==> src/rtl/priv_trap_sequencer.sv <==
// Trap entry / xRET sequencer: arbitrates the CSR write path,
// waits for drain, then pulses commit and issues a PC redirect.
//
// Ports:
//   CLK, RST            clock, synchronous active-high reset
//   trap_req/to_s/is_int/cause   pending trap and its attributes
//   mret, sret          xRET in the retiring stage
//   pipe_clear, ex_mem_stall     drain condition
//   csr_req / csr_grant CSR instruction write-path handshake
//   mtvec/stvec/mepc/sepc        CSR values for target computation
//   trap_commit, xret_commit     one-cycle CSR update pulses
//   insert_pc, priv_pc  one-cycle redirect strobe and target
//   busy, drain_stuck   sequence active, sticky drain timeout
module priv_trap_sequencer #(
  parameter int unsigned DRAIN_TIMEOUT = 255
) (
  input  logic        CLK,
  input  logic        RST,
  input  logic        trap_req,
  input  logic        trap_to_s,
  input  logic        trap_is_int,
  input  logic [4:0]  trap_cause,
  input  logic        mret,
  input  logic        sret,
  input  logic        pipe_clear,
  input  logic        ex_mem_stall,
  input  logic        csr_req,
  input  logic [31:0] mtvec,
  input  logic [31:0] stvec,
  input  logic [31:0] mepc,
  input  logic [31:0] sepc,
  output logic        csr_grant,
  output logic        trap_commit,
  output logic        xret_commit,
  output logic        insert_pc,
  output logic [31:0] priv_pc,
  output logic        busy,
  output logic        drain_stuck
);

  typedef enum logic [1:0] {
    IDLE     = 2'd0,
    DRAIN    = 2'd1,
    COMMIT   = 2'd2,
    REDIRECT = 2'd3
  } state_t;

  typedef enum logic [1:0] {
    K_TRAP = 2'd0,
    K_MRET = 2'd1,
    K_SRET = 2'd2
  } kind_t;

  localparam logic [7:0] TIMEOUT = 8'(DRAIN_TIMEOUT);

  state_t      state_q;
  state_t      state_d;
  kind_t       kind_q;
  logic        to_s_q;
  logic        is_int_q;
  logic [4:0]  cause_q;
  logic [31:0] target_q;
  logic [31:0] pc_q;
  logic [7:0]  cnt_q;
  logic        stuck_q;

  logic        any_req;
  logic        drained;
  logic        withdraw;
  logic [7:0]  cnt_inc;
  logic [31:0] tvec;
  logic [31:0] base;
  logic [31:0] vec_off;
  logic [31:0] target_d;

  assign any_req  = trap_req | mret | sret;
  assign drained  = pipe_clear & ~ex_mem_stall;
  // Only a pending interrupt may disappear while draining.
  assign withdraw = (kind_q == K_TRAP) & is_int_q
                  & ~trap_req;
  assign cnt_inc  = (cnt_q == 8'hFF) ? cnt_q
                                     : cnt_q + 8'd1;

  always_comb begin
    tvec    = to_s_q ? stvec : mtvec;
    base    = {tvec[31:2], 2'b00};
    vec_off = {25'd0, cause_q, 2'b00};
    unique case (kind_q)
      K_MRET:  target_d = {mepc[31:2], 2'b00};
      K_SRET:  target_d = {sepc[31:2], 2'b00};
      default: begin
        // Reserved modes 2'b10/2'b11 fall back to direct.
        if ((tvec[1:0] == 2'b01) && is_int_q)
          target_d = base + vec_off;
        else
          target_d = base;
      end
    endcase
  end

  always_ff @(posedge CLK) begin
    if (RST) state_q <= IDLE;
    else     state_q <= state_d;
  end

  always_comb begin
    state_d = state_q;
    unique case (state_q)
      IDLE: begin
        if (any_req) state_d = DRAIN;
      end
      DRAIN: begin
        if (withdraw)     state_d = IDLE;
        else if (drained) state_d = COMMIT;
      end
      COMMIT:   state_d = REDIRECT;
      REDIRECT: state_d = IDLE;
    endcase
  end

  always_ff @(posedge CLK) begin
    if (RST) begin
      kind_q   <= K_TRAP;
      to_s_q   <= 1'b0;
      is_int_q <= 1'b0;
      cause_q  <= 5'd0;
      target_q <= 32'd0;
      pc_q     <= 32'd0;
      cnt_q    <= 8'd0;
      stuck_q  <= 1'b0;
    end else begin
      if (state_q == IDLE) begin
        if (trap_req) begin
          kind_q   <= K_TRAP;
          to_s_q   <= trap_to_s;
          is_int_q <= trap_is_int;
          cause_q  <= trap_cause;
        end else if (mret) begin
          kind_q <= K_MRET;
        end else if (sret) begin
          kind_q <= K_SRET;
        end
        if (any_req) cnt_q <= 8'd0;
      end
      if (state_q == DRAIN) begin
        cnt_q <= cnt_inc;
        if (cnt_inc == TIMEOUT) stuck_q <= 1'b1;
        if (drained) target_q <= target_d;
      end
      if (state_q == COMMIT) pc_q <= target_q;
    end
  end

  always_comb begin
    csr_grant   = 1'b0;
    trap_commit = 1'b0;
    xret_commit = 1'b0;
    insert_pc   = 1'b0;
    busy        = (state_q != IDLE);
    unique case (state_q)
      IDLE:     csr_grant = csr_req & ~any_req;
      DRAIN:    ;
      COMMIT: begin
        trap_commit = (kind_q == K_TRAP);
        xret_commit = (kind_q != K_TRAP);
      end
      REDIRECT: insert_pc = 1'b1;
    endcase
  end

  assign priv_pc     = pc_q;
  assign drain_stuck = stuck_q;

endmodule

==> config.mk <==
export PLATFORM = sky130hd
export DESIGN_NAME = priv_trap_sequencer
export DESIGN_NICKNAME = d
export VERILOG_FILES = /design/src/rtl/priv_trap_sequencer.sv
export SDC_FILE = /design/constraint.sdc
export NUM_CORES = 1
export LEC_CHECK = 0
export CAP_MARGIN = 40
export CORE_AREA = 2 2 113 115
export CTS_CLUSTER_DIAMETER = 80
export DETAILED_ROUTE_END_ITERATION = 12
export DIE_AREA = 0 0 115 117
export GPL_ROUTABILITY_DRIVEN = 0
export PLACE_DENSITY_LB_ADDON = 0.08
export SYNTH_ARGS = -nofsm -noshare
export SYNTH_HDL_FRONTEND = slang
export SYNTH_SLANG_ARGS = --single-unit
==> constraint.sdc <==
create_clock -name CLK -period 2.7 [get_ports CLK]
set_clock_uncertainty 0.05 [all_clocks]
set_input_delay 0.54 -clock CLK [delete_from_list [all_inputs] [get_ports CLK]]
set_output_delay 0.54 -clock CLK [all_outputs]
set_load 0.01 [all_outputs]
After elaboration in Yosys (flattened, before gate mapping)

Index checks and enable logic that the tools add are counted.

Add/subtract/negate cells: 2
Multiply operators: 0
Divide/modulo/power cells: 0
Magnitude comparators: 0
Eq/ne operators: 10
Shifts and indexed selects: 0
Muxes and demuxes: 18
Bitwise operators: 9
Reductions and logical operators: 14

Operator list:

| kind                  | number |
|---|---|
| $mux W32              | 2 |
| $pmux W32 S2          | 1 |
| $add A32 B7 Y32       | 1 |
| $mux W8               | 4 |
| $eq A8 B8 Y1 const B  | 2 |
| $mux W2               | 6 |
| $reduce_and A2 Y1     | 6 |
| $add A8 B1 Y8 const B | 1 |
| $pmux W2 S4           | 1 |
| $reduce_bool A2 Y1    | 4 |
| $eq A2 B1 Y1 const B  | 3 |
| $eq A2 B2 Y1 const B  | 3 |
| $and A1 B1 Y1         | 4 |
| $logic_not A2 Y1      | 2 |
| $mux W1               | 4 |
| $ne A3 B3 Y1 const B  | 1 |
| $not A1 Y1            | 3 |
| $reduce_bool A3 Y1    | 1 |
| $ne A2 B2 Y1 const B  | 1 |
| $or A1 B1 Y1          | 2 |
| $logic_and A1 B1 Y1   | 1 |

Register bits: 84
Latch bits: 0
Memory bits (writable): 0
Memory bits (read-only): 0
Bits of input ports: 143
Output and inout bits: 38
Word-level logic and storage cells: 62
Memories: 0

Depth between registers and ports, before layout

Word-level depth: 5
Gate-level depth with buffers: 13
Depth with buffers taken out: 9

Worst setup path after synthesis

No wires, ideal clock.

Kind: register -> register
From: register to_s_q
To: register target_q[25]
Data arrival time: 2763 ps
Data required time: 2511 ps
Path slack: -251 ps
Cell stages (with the launch flop): 13
Path buffers: 4
Path through: dfxtp_1 -> buf_6 -> buf_12 -> buf_4 -> buf_6 -> mux2_2 -> ha_1 -> nand3_1 -> o211ai_1 -> nand4_4 -> or2_2 -> o22ai_1 -> a211oi_1

Word-level cells in the longest chain between the ends: 5
Elaborated cells on any way between the ends: 6
Classes of those cells: add/sub (1); eq/ne (1); mux (3); reduce/logical (1)

Ends and longest elaborated chain:

| what                                                    | RTL line | RTL |
|---|---|---|
| start: declaration                                      | 59       | `logic to_s_q;` |
| start signal: assignment                                | 135      | `to_s_q <= trap_to_s;` |
| $mux W32 *                                              | 85       | `tvec = to_s_q ? stvec : mtvec;` |
| branches (longest 2 deep; another with $add A32 B7 Y32) | -        |  |
| $mux W32 *                                              | 93       | `if ((tvec[1:0] == 2'b01) && is_int_q)` |
| $pmux W32 S2 *                                          | 88       | `unique case (kind_q)` |
| end signal: assignment                                  | 148      | `if (drained) target_q <= target_d;` |
| end: declaration                                        | 62       | `logic [31:0] target_q;` |

Every way passes the cells marked *.
A chain may end at the register's enable or synchronous reset.

Final worst setup path

From: input port mtvec[2]
To: register target_q[18]

Word-level cells in the longest chain between the ends: 4

Ends and longest elaborated chain:

| what               | RTL line | RTL |
|---|---|---|
| start: declaration | 28       | `input logic [31:0] mtvec,` |
| $mux W32           | 85       |  |
| $add A32 B7 Y32    | 94       | `target_d = base + vec_off;` |
| $mux W32           | 93       |  |
| $pmux W32 S2       | 88       |  |

Every way passes these cells.

==> impl_metrics.csv <==
group,metric,value,unit
floorplanning,die_area,0.0135,sq mm
floorplanning,die_w,115,um
cts,clockBufferDepth,2,
cells_and_area,areaGrowthSynthToFinish,51.1,%
place,dpl.hpwl,12300,um
floorplanning,start_util,39.8,%
cells_and_area,nNetsFinal,938,
cts,cts_inserted_buffers,9,
place,place.port_buffers,174,
routing,dr.first_iter.drc_count,453,
global_route,grt_pass1_wl,24100,um
yosys,yosysMostFrequentCell,"nand2_1",
yosys,async_flop_share,0,%
sta,setup_ws,0.0940,ns
pwr,p_per_area,464,mW/mm^2
sta,rsz0062_at_grt,"yes",
cells_and_area,fillers,1087,
routing,wl,15800,um
yosys,yosysUniqueCellTypes,68,
cts,clk_pin_slew,0.06,ns
min_path,min_path_type,"reg2reg",
sta,fin_crit,2.61,ns
sta,setup_viol,0,
pwr,power,3.43,mW
sta,fmax,384,MHz
cts,clock_latency,0.34,ns
yosys,yosysTopAreaCellShare,32.7,%
yosys,synth-seq-cells,80,
routing,drc,0,
cells_and_area,insertedDiodeCount,0,
yosys,yosysTopAreaCell,"dfxtp_1",
routing,drt_pass1_iterations,5,
global_route,grt_usage,23.0,%
worst_setup_path,path_class,"in2reg",
yosys,syn_inst,608,
floorplanning,die_h,117,um
global_route,grt_max_degree,37,
yosys,synthTopCellsByArea,"dfxtp_1, nand2_1, a21oi_1",
sta,hold_viol,0,
yosys,avgSynthCellArea,8.05,sq um
run,cap_viol_max_count,0,
sta,final_min_period_over_clock_period,96.5,%
worst_setup_path,startpoint_type,"input port",
worst_setup_path,worst_setup_path_end_kind,"flip-flop",
routing,ant_nets,0,
cells_and_area,drive_gt1_share,11.9,%
yosys,synthFlopType,"dfxtp_1",
yosys,yosysWarnings,0,
cts,cts_root_buf,"clkbuf_16",
global_route,grt_pass1_vias,4727,
pwr,leakagePower,2.57,nW
routing,vias,5160,
yosys,ys_top_cells_by_count,"nand2_1, dfxtp_1, a21oi_1",
routing,wl_per_cell,16.8,um
sta,worstMarginPinSlew,0.656,ns
cells_and_area,design_area,0.00740,sq mm
floorplanning,io_pins,181,
global_route,grt_overflow_total,0,
yosys,ys_seq_area_share,32.7,%
worst_setup_path,cp.required,2.87,ns
floorplanning,core_area,0.0123,sq mm
floorplanning,rows,41,
worst_setup_path,critPathArrivalTime,2.77,ns
cts,h-tree-depth,3,
yosys,synth_area,0.00490,sq mm
sta,relSlewSlack,55.0,%
yosys,synth_edf_count,0,
place,place_ws,-0.313,ns
place,postPlaceCellArea,0.00695,sq mm
pwr,vdd_drop_max,0.000330,V
cts,clock-sinks,80,
global_route,grt_antenna_before_repair,0,
routing,vias_per_cell,5.49,
sta,drv_slew,0,
worst_setup_path,critPathMaxFanout,5,
cts,cts_tree,"done",
outcome,status,"completed",
sta,setup_tns,0,ns
## repair_timing
item,4_1_cts,5_1_grt
endpoints found under the setup margin,0,16
hold buffers,0,0
resized for setup,0,13
setup buffers,0,0
## critical path, stage by stage
cell	delay, ns
clkdlybuf4s50_1	0.45
mux2_2	0.16
ha_2	0.20
fa_2	0.24
a21oi_4	0.07
o21ai_4	0.25
nand4_4	0.19
or3_1	0.38
a21oi_1	0.22
o31ai_1	0.09
## metal layers
layer  GRT usage, %  vias to the layer above  wire (um)
li1               -                     2571          -
met1           32.3                     2405       7380
met2           36.5                      173       7260
met3           4.38                       11        996
met4           5.94                        0        163
met5              0                        -          0
## report_power, final
| group | internal, mW | leakage, nW | switching, mW |
|---|---|---|---|
| logic | 0.387 | 1.75 | 0.364 |
| registers | 1.22 | 0.648 | 0.0299 |
| clock network | 0.934 | 0.169 | 0.502 |
| total | 2.54 | 2.57 | 0.896 |
## layout make-up
class	count	area [sq um]	share of cell area, %
Timing Repair Buffer	209	2020	27.3
Tap cell	150	188	2.54
Inverter	10	37.5	0.508
Clock buffer	10	239	3.23
Sequential cell	80	1600	21.7
Clock inverter	6	115	1.56
Multi-Input combinational cell	475	3190	43.2
## metrics by stage
stage                     hold slack [ns]  utilization (%)  std cells
after floorplan                     0.365                -        609
after global placement              0.381             56.5        923
after detailed placement            0.392             56.5        923
after CTS                           0.401             59.4        939
after global routing                0.421             60.1        940
final                               0.400             60.1        940
## logic make-up after synthesis
kind of cell             synth area share [%]
adder cells (fa/ha/maj)                  2.71
AND/OR/NAND/NOR                          22.4
other                                  0.0766
multiplexers                             7.10
buffers and inverters                    5.14
AO/OA/AOI/OAI                            25.4
flip-flops                               32.7
XOR/XNOR                                 4.47
## cells in the final DEF, fill, tap and decap left out, types with 4 or more instances in the layout
cell type / count
clkdlybuf4s50_1: 173
nand2_1: 112
dfxtp_1: 79
a21oi_1: 76
buf_4: 33
nor2_1: 28
a22oi_1: 22
mux2i_1: 21
o21ai_0: 20
xor2_1: 19
a211oi_1: 18
nand3_1: 16
inv_1: 10
nor3_1: 9
clkbuf_16: 9
mux2_2: 7
a221oi_1: 7
o211ai_1: 6
xnor2_1: 6
nand4_1: 5
a31oi_1: 5
a221o_1: 5
ha_1: 5
mux2_4: 4
nor2b_1: 4
nand3b_1: 4
## sequential cells by signal, indices dropped and copies added (netlist names), named ones only
signal,count
target_q,30
priv_pc,30
state_q,1
cnt_q,8
drain_stuck,1
cause_q,5
kind_q,2
to_s_q,1
is_int_q,1
## final timing paths
path	startpoint	cells past startpoint	slack (ns)	end
setup / recovery	mtvec[2]	10	0.09	target_q[18]
hold / removal	target_q[20]	2	0.40	priv_pc[20]
setup reg to reg	to_s_q	8	0.14	target_q[29]
hold reg to reg	target_q[20]	2	0.40	priv_pc[20]
Note: power is estimated with default switching activity, not from simulation.
